### src/rtl/present_pbox_pipe_if.sv
// ---------------------------------------------------------------------------
// present_pbox_pipe_if
//   Valid/ready stream carrying one cipher-state block and its direction flag.
//   One instance describes one side of the pipe. The producer uses the master
//   modport and the consumer uses the slave modport.
//
//   Signals
//     valid  producer -> consumer  data/inv carry a block
//     ready  consumer -> producer  block is taken when valid && ready
//     data   producer -> consumer  WIDTH-bit cipher state
//     inv    producer -> consumer  0 = forward pLayer, 1 = inverse pLayer
// ---------------------------------------------------------------------------
interface present_pbox_pipe_if #(
    parameter int WIDTH = 64
);
    logic             valid;
    logic             ready;
    logic [WIDTH-1:0] data;
    logic             inv;

    modport master (output valid, output data, output inv, input  ready);
    modport slave  (input  valid, input  data, input  inv, output ready);
endinterface

### src/rtl/present_pbox_pipe.sv
// ---------------------------------------------------------------------------
// present_pbox_pipe
//   Pipelined PRESENT-style bit-permutation layer. It supports the forward and
//   inverse directions, and the direction is chosen for each block. It sits
//   between the S-box layer and the round-key XOR. It is an elastic pipeline
//   of STAGES registers, so a stalled sink never causes data loss.
//   WIDTH=64 in forward mode is the standard PRESENT pLayer.
//
//   Parameters
//     WIDTH   state width in bits. Must be a multiple of 4 and at least 8.
//     STAGES  number of register stages, 1..4.
//
//   Ports
//     clk     rising-edge clock
//     rst_n   asynchronous active-low reset. Clears every stage.
//     in_if   slave stream. Pre-permutation state plus direction flag.
//     out_if  master stream. Permuted state plus the echoed direction flag.
// ---------------------------------------------------------------------------
module present_pbox_pipe #(
    parameter int WIDTH  = 64,
    parameter int STAGES = 2
) (
    input  logic                 clk,
    input  logic                 rst_n,
    present_pbox_pipe_if.slave   in_if,
    present_pbox_pipe_if.master  out_if
);

    localparam int QUARTER = WIDTH / 4;

    if ((WIDTH % 4) != 0 || WIDTH < 8) begin : g_bad_width
        $error("present_pbox_pipe: WIDTH must be a multiple of 4 and >= 8");
    end
    if (STAGES < 1 || STAGES > 4) begin : g_bad_stages
        $error("present_pbox_pipe: STAGES must be in 1..4");
    end

    // Both permutations are plain wiring. The forward map multiplies the bit
    // index by WIDTH/4 and the inverse map multiplies it by 4, both modulo
    // WIDTH-1. Because 4*(WIDTH/4) = WIDTH, which is 1 mod (WIDTH-1), the two
    // maps undo each other. The top bit maps to itself in both directions.
    logic [WIDTH-1:0] fwd_p;
    logic [WIDTH-1:0] inv_p;
    logic [WIDTH-1:0] perm;

    for (genvar i = 0; i < WIDTH; i++) begin : g_perm
        if (i == WIDTH - 1) begin : g_top
            assign fwd_p[i] = in_if.data[i];
            assign inv_p[i] = in_if.data[i];
        end else begin : g_rest
            assign fwd_p[(i * QUARTER) % (WIDTH - 1)] = in_if.data[i];
            assign inv_p[(i * 4) % (WIDTH - 1)]       = in_if.data[i];
        end
    end

    assign perm = in_if.inv ? inv_p : fwd_p;

    logic [STAGES-1:0] v;
    logic [STAGES-1:0] inv_q;
    logic [WIDTH-1:0]  data_q [STAGES];
    logic [STAGES-1:0] load;

    // A stage may load when it or any stage after it is empty, or when the
    // sink is taking a block. This is the ready chain written in flat form.
    // Written this way, no load bit depends on another load bit.
    for (genvar k = 0; k < STAGES; k++) begin : g_load
        assign load[k] = out_if.ready | ~(&v[STAGES-1:k]);
    end

    // Next contents of each stage. Stage 0 takes the permuted input and every
    // later stage takes the contents of the stage in front of it.
    logic [STAGES-1:0] nxt_v;
    logic [STAGES-1:0] nxt_inv;
    logic [WIDTH-1:0]  nxt_data [STAGES];

    always_comb begin
        nxt_v[0]    = in_if.valid;
        nxt_inv[0]  = in_if.inv;
        nxt_data[0] = perm;
        for (int k = 1; k < STAGES; k++) begin
            nxt_v[k]    = v[k-1];
            nxt_inv[k]  = inv_q[k-1];
            nxt_data[k] = data_q[k-1];
        end
    end

    // Valid bits follow the load condition on every cycle. The payload is
    // written only when a real block arrives, so empty slots keep their old
    // contents and do not toggle.
    always_ff @(posedge clk or negedge rst_n) begin
        if (!rst_n) begin
            v     <= '0;
            inv_q <= '0;
            for (int k = 0; k < STAGES; k++) begin
                data_q[k] <= '0;
            end
        end else begin
            for (int k = 0; k < STAGES; k++) begin
                if (load[k]) begin
                    v[k] <= nxt_v[k];
                    if (nxt_v[k]) begin
                        inv_q[k]  <= nxt_inv[k];
                        data_q[k] <= nxt_data[k];
                    end
                end
            end
        end
    end

    assign in_if.ready  = load[0];
    assign out_if.valid = v[STAGES-1];
    assign out_if.inv   = inv_q[STAGES-1];
    assign out_if.data  = data_q[STAGES-1];

endmodule

### src/flat_wrapper.sv
// flat-port wrapper written by rule: the top's interface ports become plain ports
module present_pbox_pipe_flat 
#(
    parameter int WIDTH  = 64,
    parameter int STAGES = 2
)
  (clk, rst_n, in_if_valid, in_if_data, in_if_inv, in_if_ready, out_if_valid, out_if_data, out_if_inv, out_if_ready);
  present_pbox_pipe_if #(.WIDTH(WIDTH)) in_if_i ();
  present_pbox_pipe_if #(.WIDTH(WIDTH)) out_if_i ();
  input  logic clk;
  input  logic rst_n;
  input wire logic [$bits(in_if_i.valid)-1:0] in_if_valid;
  input wire logic [$bits(in_if_i.data)-1:0] in_if_data;
  input wire logic [$bits(in_if_i.inv)-1:0] in_if_inv;
  output wire logic [$bits(in_if_i.ready)-1:0] in_if_ready;
  output wire logic [$bits(out_if_i.valid)-1:0] out_if_valid;
  output wire logic [$bits(out_if_i.data)-1:0] out_if_data;
  output wire logic [$bits(out_if_i.inv)-1:0] out_if_inv;
  input wire logic [$bits(out_if_i.ready)-1:0] out_if_ready;
  assign in_if_i.valid = in_if_valid;
  assign in_if_i.data = in_if_data;
  assign in_if_i.inv = in_if_inv;
  assign in_if_ready = in_if_i.ready;
  assign out_if_valid = out_if_i.valid;
  assign out_if_data = out_if_i.data;
  assign out_if_inv = out_if_i.inv;
  assign out_if_i.ready = out_if_ready;
  present_pbox_pipe #(.WIDTH(WIDTH), .STAGES(STAGES)) u_core (.clk(clk), .rst_n(rst_n), .in_if(in_if_i), .out_if(out_if_i));
endmodule
### config.mk
export PLATFORM = sky130hd
export DESIGN_NAME = present_pbox_pipe_flat
export DESIGN_NICKNAME = d
export VERILOG_FILES = /design/src/rtl/present_pbox_pipe_if.sv /design/src/rtl/present_pbox_pipe.sv /design/src/flat_wrapper.sv
export SDC_FILE = /design/constraint.sdc
export NUM_CORES = 1
export LEC_CHECK = 0
export CELL_PAD_IN_SITES_DETAIL_PLACEMENT = 0
export CELL_PAD_IN_SITES_GLOBAL_PLACEMENT = 1
export CORE_MARGIN = 2
export CORE_UTILIZATION = 30
export DETAILED_ROUTE_END_ITERATION = 16
export HOLD_SLACK_MARGIN = 0.02
export PLACE_DENSITY = 0.68
export SYNTH_ARGS = -nofsm -noshare
export SYNTH_HDL_FRONTEND = slang
export SYNTH_SLANG_ARGS = --single-unit
### constraint.sdc
create_clock -name clk -period 1.7 [get_ports clk]
set_input_delay 0.17 -clock clk [delete_from_list [all_inputs] [get_ports clk]]
set_output_delay 0.17 -clock clk [all_outputs]
set_load 0.05 [all_outputs]
==> reports/results.txt <==
Core Box Area: 20800 um^2
Worst Setup Slack post-DPL: 0.0395 ns
Syn nets: 562
DIE WIDTH: 149 um
First-pass GRT wire length: 23000 um
Worst Skew: 0.00753 ns
N_diodes: 0
YS warnings: 0
Worst Hold Launch: in_if_valid
Synth unique cells: 13
Max Slew Vio Count: 0
Min Tclk post-route: 1.52 ns
Critical Path, Cell by Cell: nand3b_1, buf_12, buf_12
CP delay by family, top: flip-flops
Crit. End Element: output port
Fin crit share: 89.3%
WL final: 14700 um
Worst setup margin: 0.182 ns
Syn Area/Cell: 12.8 um^2
Largest net degree at the start of global routing: 63
Slowest-stage cell, CP: dfrtp_1
FMAX: 659 MHz
Relative slew slack: 62.4%
Most common cell on crit path: buf_12
HPWL after DPL: 10500 um
Post-synthesis cell area: 6310 um^2
GP Congestion: 0.751
Pwr dens: 1470 nW/um^2
Ys async rst share: 100%
Slowest stage delay, CP: 0.42 ns
Area grow syn2layout: 28.7%
CTS Buffer Depth: 2
Share of cells above drive strength 1: 28.7%
Unrepaired setup endpoints after global routing: false
Max_cap viols: 0
Worst EP required: 1.53 ns
FP Rows: 53
Syn Inst Count: 493
Synth top cells by count: 132 x dfrtp_1, 66 x buf_4, 60 x a21oi_1, 60 x a31oi_1, 60 x mux2i_1
Drt drc: 0
R2R Path Start: u_core.v[1]
Slew @ Worst Pin: 0.564 ns
Final ANT Viol Nets: 0
Crit path kind: register to output port
Clk sink count: 132
Initial antenna violation count: 0
DR iter-0 viols: 130
Initial core utilization: 30.3%
CTS root buffer: clkbuf_16
Setup Fix Bufs, Post-CTS: 0
Total CTS buffers: 17
Final Setup Violations: 0
# placed instances: 817
Status: complete, no violations
DRT Pass-1 Iters: 4
Die H: 149 um
Largest cells by area after synthesis: dfrtp_1 52%, mux2_4 12%, mux2i_1 9.5%, buf_4 7.8%, a31oi_1 5.9%
Most common cell in the netlist: dfrtp_1
Worst-path maximum fanout: 18
Worst Path Arrival: 1.35 ns
Post-layout nets: 631
Vias/cell: 4.66
Hold Vio Cnt, Final: 0
# IOs: 136
GRT Total Usage: 13.8%
Via count: 3954
Biggest area consumer among synthesized cells: dfrtp_1
Sequential area share after synthesis: 52.3%
VDD IR-drop max: 0.644 mV
Total Power: 12.0 mW
End-of-flow core utilization: 39.0%
Top FF cell, synth: dfrtp_1
Fillers: 2024
Top cell type's share of synthesized area: 52.3%
Avg WL per Cell: 17.3 um
CTS tree: yes
Worst-Skew Late Latency: 0.42 ns
Number of synthesized flops with an enable pin: 0
Final std cells w/o fill: 849
Clock slew at reported path FFs: 0.06 ns
Die ar.: 22200 um^2
Leakage Power: 3.58 nW
Setup TNS Final: 0 ns
Worst Setup Start Kind: register
Vias in the first global route: 4020
Hold/Removal Path Class: input pin to register
CP Launch Point: u_core.v[0]
Buffers & Inverters on Critical Path: 2
H-tree level count: 4
Port Buf Inserts: 135
Flops & latches, synth: 132
GRT overflow: 0
## registers in the layout (all words and copies together), names as in the netlist
| signal | cells |
|---|---|
| u_core.out_if.data | 64 |
| u_core.inv_q | 2 |
| u_core.data_q | 64 |
| u_core.v | 2 |
## kinds of logic (layout without fill, tap and decap cells)
kind of cell,count (synthesis),count (layout),share of synthesized area (%)
flops,132,132,52.3
compound gates,120,120,10.7
mux,130,130,25.0
simple gates,6,6,0.535
buf+inv,105,186,11.5
## placed cells by master (no fill, tap or decap), types with 17 or more instances in the layout
cell type and count:
a21oi_1 60, a31oi_1 60, buf_4 50, clkbuf_16 17
clkdlybuf4s50_1 65, dfrtp_1 132, dlygate4sd2_1 25, mux2_2 20
mux2_4 50, mux2i_1 60
## power by group
| part | switching, mW | internal (mW) |
|---|---|---|
| clock network | 1.31 | 2.74 |
| logic | 2.31 | 1.42 |
| registers | 0.395 | 3.79 |
| total | 4.02 | 7.95 |
## per-stage QoR
step | instance area [um^2] | hold slack, ns
final | 8130 | 0.172
after global placement | 7490 | 0.187
after CTS | 8130 | 0.153
after global routing | 8130 | 0.176
after detailed placement | 7490 | 0.193
after floorplan | 6310 | -0.126
## final cells by class
type                       instances  area [um^2]  area share (%)
timing repair buffer             155         1530            18.8
sequential                       132         3300            40.7
clock inverter                     9          174            2.14
multi-input combinational        256         2290            28.2
clock buffer                      22          484            5.96
tap                              275          344            4.23
## worst paths after layout
check	depth (start not counted)	end	slack (ns)
max	3	in_if_ready	0.18
min	2	u_core.data_q[77]	0.17
max reg2reg	4	u_core.out_if.data[56]	0.34
min reg2reg	1	u_core.out_if.data[12]	0.50
max in group asynchronous	3	u_core.data_q[74]	0.78
min in group asynchronous	2	u_core.data_q[81]	0.30
## layer usage
| layer | part of all wire [%] | global-route usage [%] | vias up |
|---|---|---|---|
| met5 | 0 | 0 | - |
| met4 | 1.4 | 5.14 | 0 |
| met3 | 5.8 | 4.34 | 15 |
| met2 | 46 | 21.6 | 107 |
| met1 | 47 | 17.9 | 1959 |
| li1 | - | - | 1873 |
## what timing repair did
action                                 4_1_cts  5_1_grt
setup endpoints to repair                   25        0
hold buffers                                 1        0
endpoints found under the hold margin       51        0
gates resized for setup                     25        0
No activity file was read; power rests on OpenSTA's default activity.
